--- config.mk ---
export PLATFORM = sky130hd
export DESIGN_NAME = ifid_stage
export DESIGN_NICKNAME = d
export VERILOG_FILES = /design/src/rtl/ifid_stage.sv
export SDC_FILE = /design/constraint.sdc
export NUM_CORES = 1
export LEC_CHECK = 0
export CAP_MARGIN = 25
export CORE_MARGIN = 10
export CORE_UTILIZATION = 46
export DETAILED_ROUTE_END_ITERATION = 12
export GPL_TIMING_DRIVEN = 0
export MAX_ROUTING_LAYER = met4
export PLACE_DENSITY_LB_ADDON = 0.15
export SLEW_MARGIN = 10
export SYNTH_ARGS = -nofsm -noshare
export SYNTH_HDL_FRONTEND = slang
export SYNTH_SLANG_ARGS = --single-unit
--- constraint.sdc ---
create_clock -name clk -period 1.8 [get_ports clk]
set_input_delay 0.18 -clock clk [delete_from_list [all_inputs] [get_ports clk]]
set_output_delay 0.18 -clock clk [all_outputs]
set_load 0.01 [all_outputs]
--- src/rtl/ifid_stage.sv ---
// IF/ID pipeline register with a one-entry skid buffer, stall/flush control
// and HALT detection that shuts off fetch once a HALT reaches ID.
module ifid_stage (
    input  logic        clk,
    input  logic        rst,
    input  logic [15:0] inNextPC,
    input  logic [15:0] inInstr,
    input  logic        instr_valid,
    input  logic        stall,
    input  logic        flush,
    input  logic        en,
    output logic [15:0] outNextPC,
    output logic [15:0] outInstr,
    output logic        out_valid,
    output logic        fetch_ready,
    output logic        halted
);

    localparam int unsigned W   = 16;
    localparam logic [W-1:0] NOP = 16'h0800;

    typedef enum logic [1:0] {
        ST_EMPTY  = 2'd0,
        ST_FULL   = 2'd1,
        ST_SKID   = 2'd2,
        ST_HALTED = 2'd3
    } state_e;

    state_e         state_q;
    logic [W-1:0]   main_pc_q;
    logic [W-1:0]   main_instr_q;
    logic           main_valid_q;
    logic [W-1:0]   skid_pc_q;
    logic [W-1:0]   skid_instr_q;

    logic in_is_halt;
    logic skid_is_halt;

    assign in_is_halt   = (inInstr[15:11] == 5'b00000);
    assign skid_is_halt = (skid_instr_q[15:11] == 5'b00000);

    // Fetch may advance only when the stage can absorb a word next edge.
    assign fetch_ready = en & (flush | (state_q == ST_EMPTY) | (state_q == ST_FULL));
    assign halted      = (state_q == ST_HALTED);

    assign outNextPC = main_pc_q;
    assign outInstr  = main_instr_q;
    assign out_valid = main_valid_q;

    always_ff @(posedge clk or posedge rst) begin
        if (rst) begin
            state_q      <= ST_EMPTY;
            main_pc_q    <= '0;
            main_instr_q <= NOP;
            main_valid_q <= 1'b0;
            skid_pc_q    <= '0;
            skid_instr_q <= NOP;
        end else if (en) begin
            if (flush) begin
                state_q      <= ST_EMPTY;
                main_pc_q    <= '0;
                main_instr_q <= NOP;
                main_valid_q <= 1'b0;
            end else begin
                case (state_q)
                    ST_EMPTY, ST_FULL: begin
                        if (stall && state_q == ST_FULL) begin
                            // Downstream holds: park the incoming word in skid.
                            if (instr_valid) begin
                                skid_pc_q    <= inNextPC;
                                skid_instr_q <= inInstr;
                                state_q      <= ST_SKID;
                            end
                        end else if (instr_valid) begin
                            main_pc_q    <= inNextPC;
                            main_instr_q <= inInstr;
                            main_valid_q <= 1'b1;
                            state_q      <= in_is_halt ? ST_HALTED : ST_FULL;
                        end else if (!stall) begin
                            main_instr_q <= NOP;
                            main_valid_q <= 1'b0;
                            state_q      <= ST_EMPTY;
                        end
                    end
                    ST_SKID: begin
                        if (!stall) begin
                            main_pc_q    <= skid_pc_q;
                            main_instr_q <= skid_instr_q;
                            main_valid_q <= 1'b1;
                            state_q      <= skid_is_halt ? ST_HALTED : ST_FULL;
                        end
                    end
                    ST_HALTED: begin
                        // HALT leaves ID as a bubble; PC is kept for debug visibility.
                        if (!stall) begin
                            main_instr_q <= NOP;
                            main_valid_q <= 1'b0;
                        end
                    end
                endcase
            end
        end
    end

endmodule

==> metrics.md <==
| Metric | Value |
|---|---|
| Ys async rst share | 1.00 |
| Residual DRC count | 0 |
| Met2 GRT Util | 0.250 |
| Fin. Hold Viols | 0 |
| CTS root buffer | clkbuf_8 |
| Buf+Inv Stages, Crit Path | 3 |
| Post-Synth Simple-Gate Area | 0.108 |
| Post-Synth Adder-Cell Area | 0 |
| Synth Area in Compound Gates | 0.177 |
| Initial Util | 0.472 |
| Fillers | 625 |
| Xor/xnor share of the synthesized area | 0.00256 |
| Non-filler cells, final | 503 |
| Core Region | 0.00725 mm^2 |
| Io pins | 73 |
| Post-Place Cells | 485 |
| Placed Area | 0.00427 mm^2 |
| Cts hold-fix bufs | 0 |
| GR Overflow Total | 0 |
| Routed len/inst | 17.4 um |
| Status | completed |
| PwrDens | 1140 mW/mm^2 |
| Total power | 5.15 mW |
| Detail Route Antenna Nets | 0 |
| Via count | 2,726 |
| Die span in y | 106 um |
| CP delay by family, top | buffers and inverters |
| I/O Buffers | 70 |
| Pre-Repair DR Iteration Count | 4 |
| Post-synth net total | 353 |
| Met3 usage | 0.0290 |
| Fin crit period | 1.73 ns |
| First-pass GRT wire length | 14,400 um |
| Vias/cell | 5.42 |
| Maximum vdd ir drop | 637 uV |
| Mapped Cells | 315 |
| Worst path slowest cell | dfrtp_1 |
| CTS tree | built |
| Finished Cell Area | 0.00450 mm^2 |
| Count of different cell masters after synthesis | 37 |
| Setup_tns | 0 ns |
| Worst Setup Slack, final | 0.0750 ns |
| Slew Limit Fails | 0 |
| Worst Tran Pin Value | 0.735 ns |
| Pre-CTS setup slack | -0.383 ns |
| Post-Route WL | 8760 um |
| RSZ-0062 raised after global routing | no |
| Worst-path cell chain | buf_4, nand2b_4, a21oi_2, o31a_1, buf_6, buf_6, mux2_4 |
| DR iter-0 viols | 92 |
| Reg2reg path depth | 7 |
| CTS clock-pin slew for the worst setup and hold paths | 0.07 ns |
| CP most frequent cell | buf_6 |
| GRT met1 Usage | 0.204 |
| Final setup fails | 0 |
| Post-synth EDFFs | 0 |
| Synth Cell Area | 0.00342 mm^2 |
| Reg-to-reg slack, setup | 0.07 ns |
| Worst Path Max Fanout | 10 |
| Antenna violations before repair | 0 |
| Sequential share of the synthesized area | 0.491 |
| P&R area growth vs syn | 31.7% |
| RR Endpoint | outNextPC[0] |
| Share of cells above drive strength 1 | 0.228 |
| Main combinational cell family by area after synthesis | compound AO/OA/AOI/OAI gates |
| DIE WIDTH | 106 um |
| Yosys warns | 0 |
| Ys flop type | dfrtp_1 |
| Gr busiest metal | met2 |
| Mux cell area share after synthesis | 0.169 |
| # clock sinks | 67 |
| Syn avg cell area | 10.9 um^2 |
| HP Class | input port to async pin |
| Worst hold margin | 0.303 ns |
| Floorplan row count | 31 |
| Final Skew | 0.00691 ns |
| Die area | 0.0113 mm^2 |
| Placer Congestion | 0.819 |
| Flops & latches, synth | 67 |
| # diodes | 0 |
| Clk_lat worst skew | 0.34 ns |
| Critical path's largest stage delay | 0.36 ns |
| Max frequency | 580 MHz |
| Slew headroom | 0.509 |
| Fin util | 0.621 |
| H-tree depth | 3 |
| Gr usage total | 0.161 |
| Vias in the first global route | 2,897 |
| CTS Buffer Depth | 2 |
| Leak | 2.04 nW |
| Num CTS Buffers | 9 |
| Post-layout nets | 437 |
| Crit Path Class | flip-flop to flip-flop |
| Worst endpoint data arrival time | 1.95 ns |
| Total of max-cap violations | 0 |
| Critical path capture point type | flip-flop |
| Largest net degree at the start of global routing | 36 |
| RR Startpoint | state_q[1] |
| DPL Wire Length | 6230 um |
| CP Launch Type | flip-flop |
| Tcrit/Tclk final | 0.958 |
| Crit path required time | 2.03 ns |
## power breakdown
group          switching [mW]  internal, mW
Clock                   0.547         0.679
Sequential              0.243          1.97
Combinational           0.748         0.963
## flip-flops by register name, summed over array words and instances (netlist names)
signal	count
out_valid	1
skid_pc_q	16
skid_instr_q	16
state_q	2
outInstr	16
outNextPC	16
## logic make-up after synthesis
| group | count (synthesis) |
|---|---|
| flip-flops | 67 |
| AND/OR/NAND/NOR | 83 |
| multiplexers | 48 |
| XOR/XNOR | 1 |
| buffers and inverters | 33 |
| AO/OA/AOI/OAI | 83 |
## synthesized netlist by cell type (2+ instances only)
cell type / number / share of area
dfrtp_1: 65 / 0.48
mux2_2: 37 / 0.12
nand2_1: 37 / 0.041
nor2_1: 33 / 0.036
a21oi_1: 21 / 0.031
a22o_1: 16 / 0.041
a21o_1: 15 / 0.033
a221oi_1: 14 / 0.036
buf_2: 12 / 0.018
clkbuf_1: 10 / 0.011
mux2_4: 10 / 0.044
o21ai_0: 6 / 0.0088
buf_6: 5 / 0.016
inv_1: 5 / 0.0055
nand2b_1: 3 / 0.0055
a21oi_2: 2 / 0.0051
dfstp_2: 2 / 0.015
o211a_1: 2 / 0.0059
or4_1: 2 / 0.0044
## repair_timing
| action | 4_1_cts | 5_1_grt |
|---|---|---|
| setup endpoints to repair | 40 | 30 |
| buffers inserted | 2 | 0 |
| gates resized for setup | 8 | 8 |
| pin swaps | 1 | 0 |
| gates cloned | 0 | 0 |
## per-layer routing
| layer | vias up | share of wire |
|---|---|---|
| met5 | - | 0 |
| met4 | 0 | 0.016 |
| met3 | 15 | 0.043 |
| met2 | 80 | 0.48 |
| met1 | 1344 | 0.46 |
| li1 | 1287 | - |
## how the worst max path moves through the flow
stage | slack [ns] | to | cells past startpoint | startpoint
after global routing | 0.002 | outInstr[11] | 6 | instr_valid
after CTS | 0.03 | outInstr[15] | 6 | state_q[1]
after detailed placement | -0.38 | skid_pc_q[7] | 5 | en
after floorplan | 0.15 | skid_pc_q[10] | 5 | state_q[1]
after global placement | -0.37 | skid_instr_q[0] | 5 | en
final | 0.07 | outNextPC[0] | 7 | state_q[1]
## cell usage in the layout, fill, tap and decap left out, types with 2 or more instances in the layout
cell type        netlist  final
dfstp_2                2      2
clkbuf_8               0     10
a22o_1                16     16
o211a_1                2      2
nand2b_1               3      3
a21oi_1               21     21
inv_1                  5      4
a21o_1                15     15
clkbuf_1              10     11
o21ai_0                6      6
mux2_2                37     37
buf_2                 12      9
dlygate4sd2_1          0      2
nand2_1               37     37
buf_6                  5      7
clkdlybuf4s50_1        0     67
or4_1                  2      2
mux2_4                10     10
dfrtp_1               65     65
nor2_1                33     33
a221oi_1              14     14
buf_4                  1      4
clkbuf_2               0      2
## area by class of cell
type | count | area (um^2) | share of cell area
buffer | 28 | 183 | 0.0406
clock buffer | 14 | 153 | 0.0339
clock inverter | 2 | 35.0 | 0.00778
inverter | 5 | 22.5 | 0.00500
multi-input combinational | 215 | 1570 | 0.349
sequential | 67 | 1680 | 0.373
tap | 99 | 124 | 0.0275
timing repair buffer | 73 | 736 | 0.163
Power figures use the tool's default switching activity.
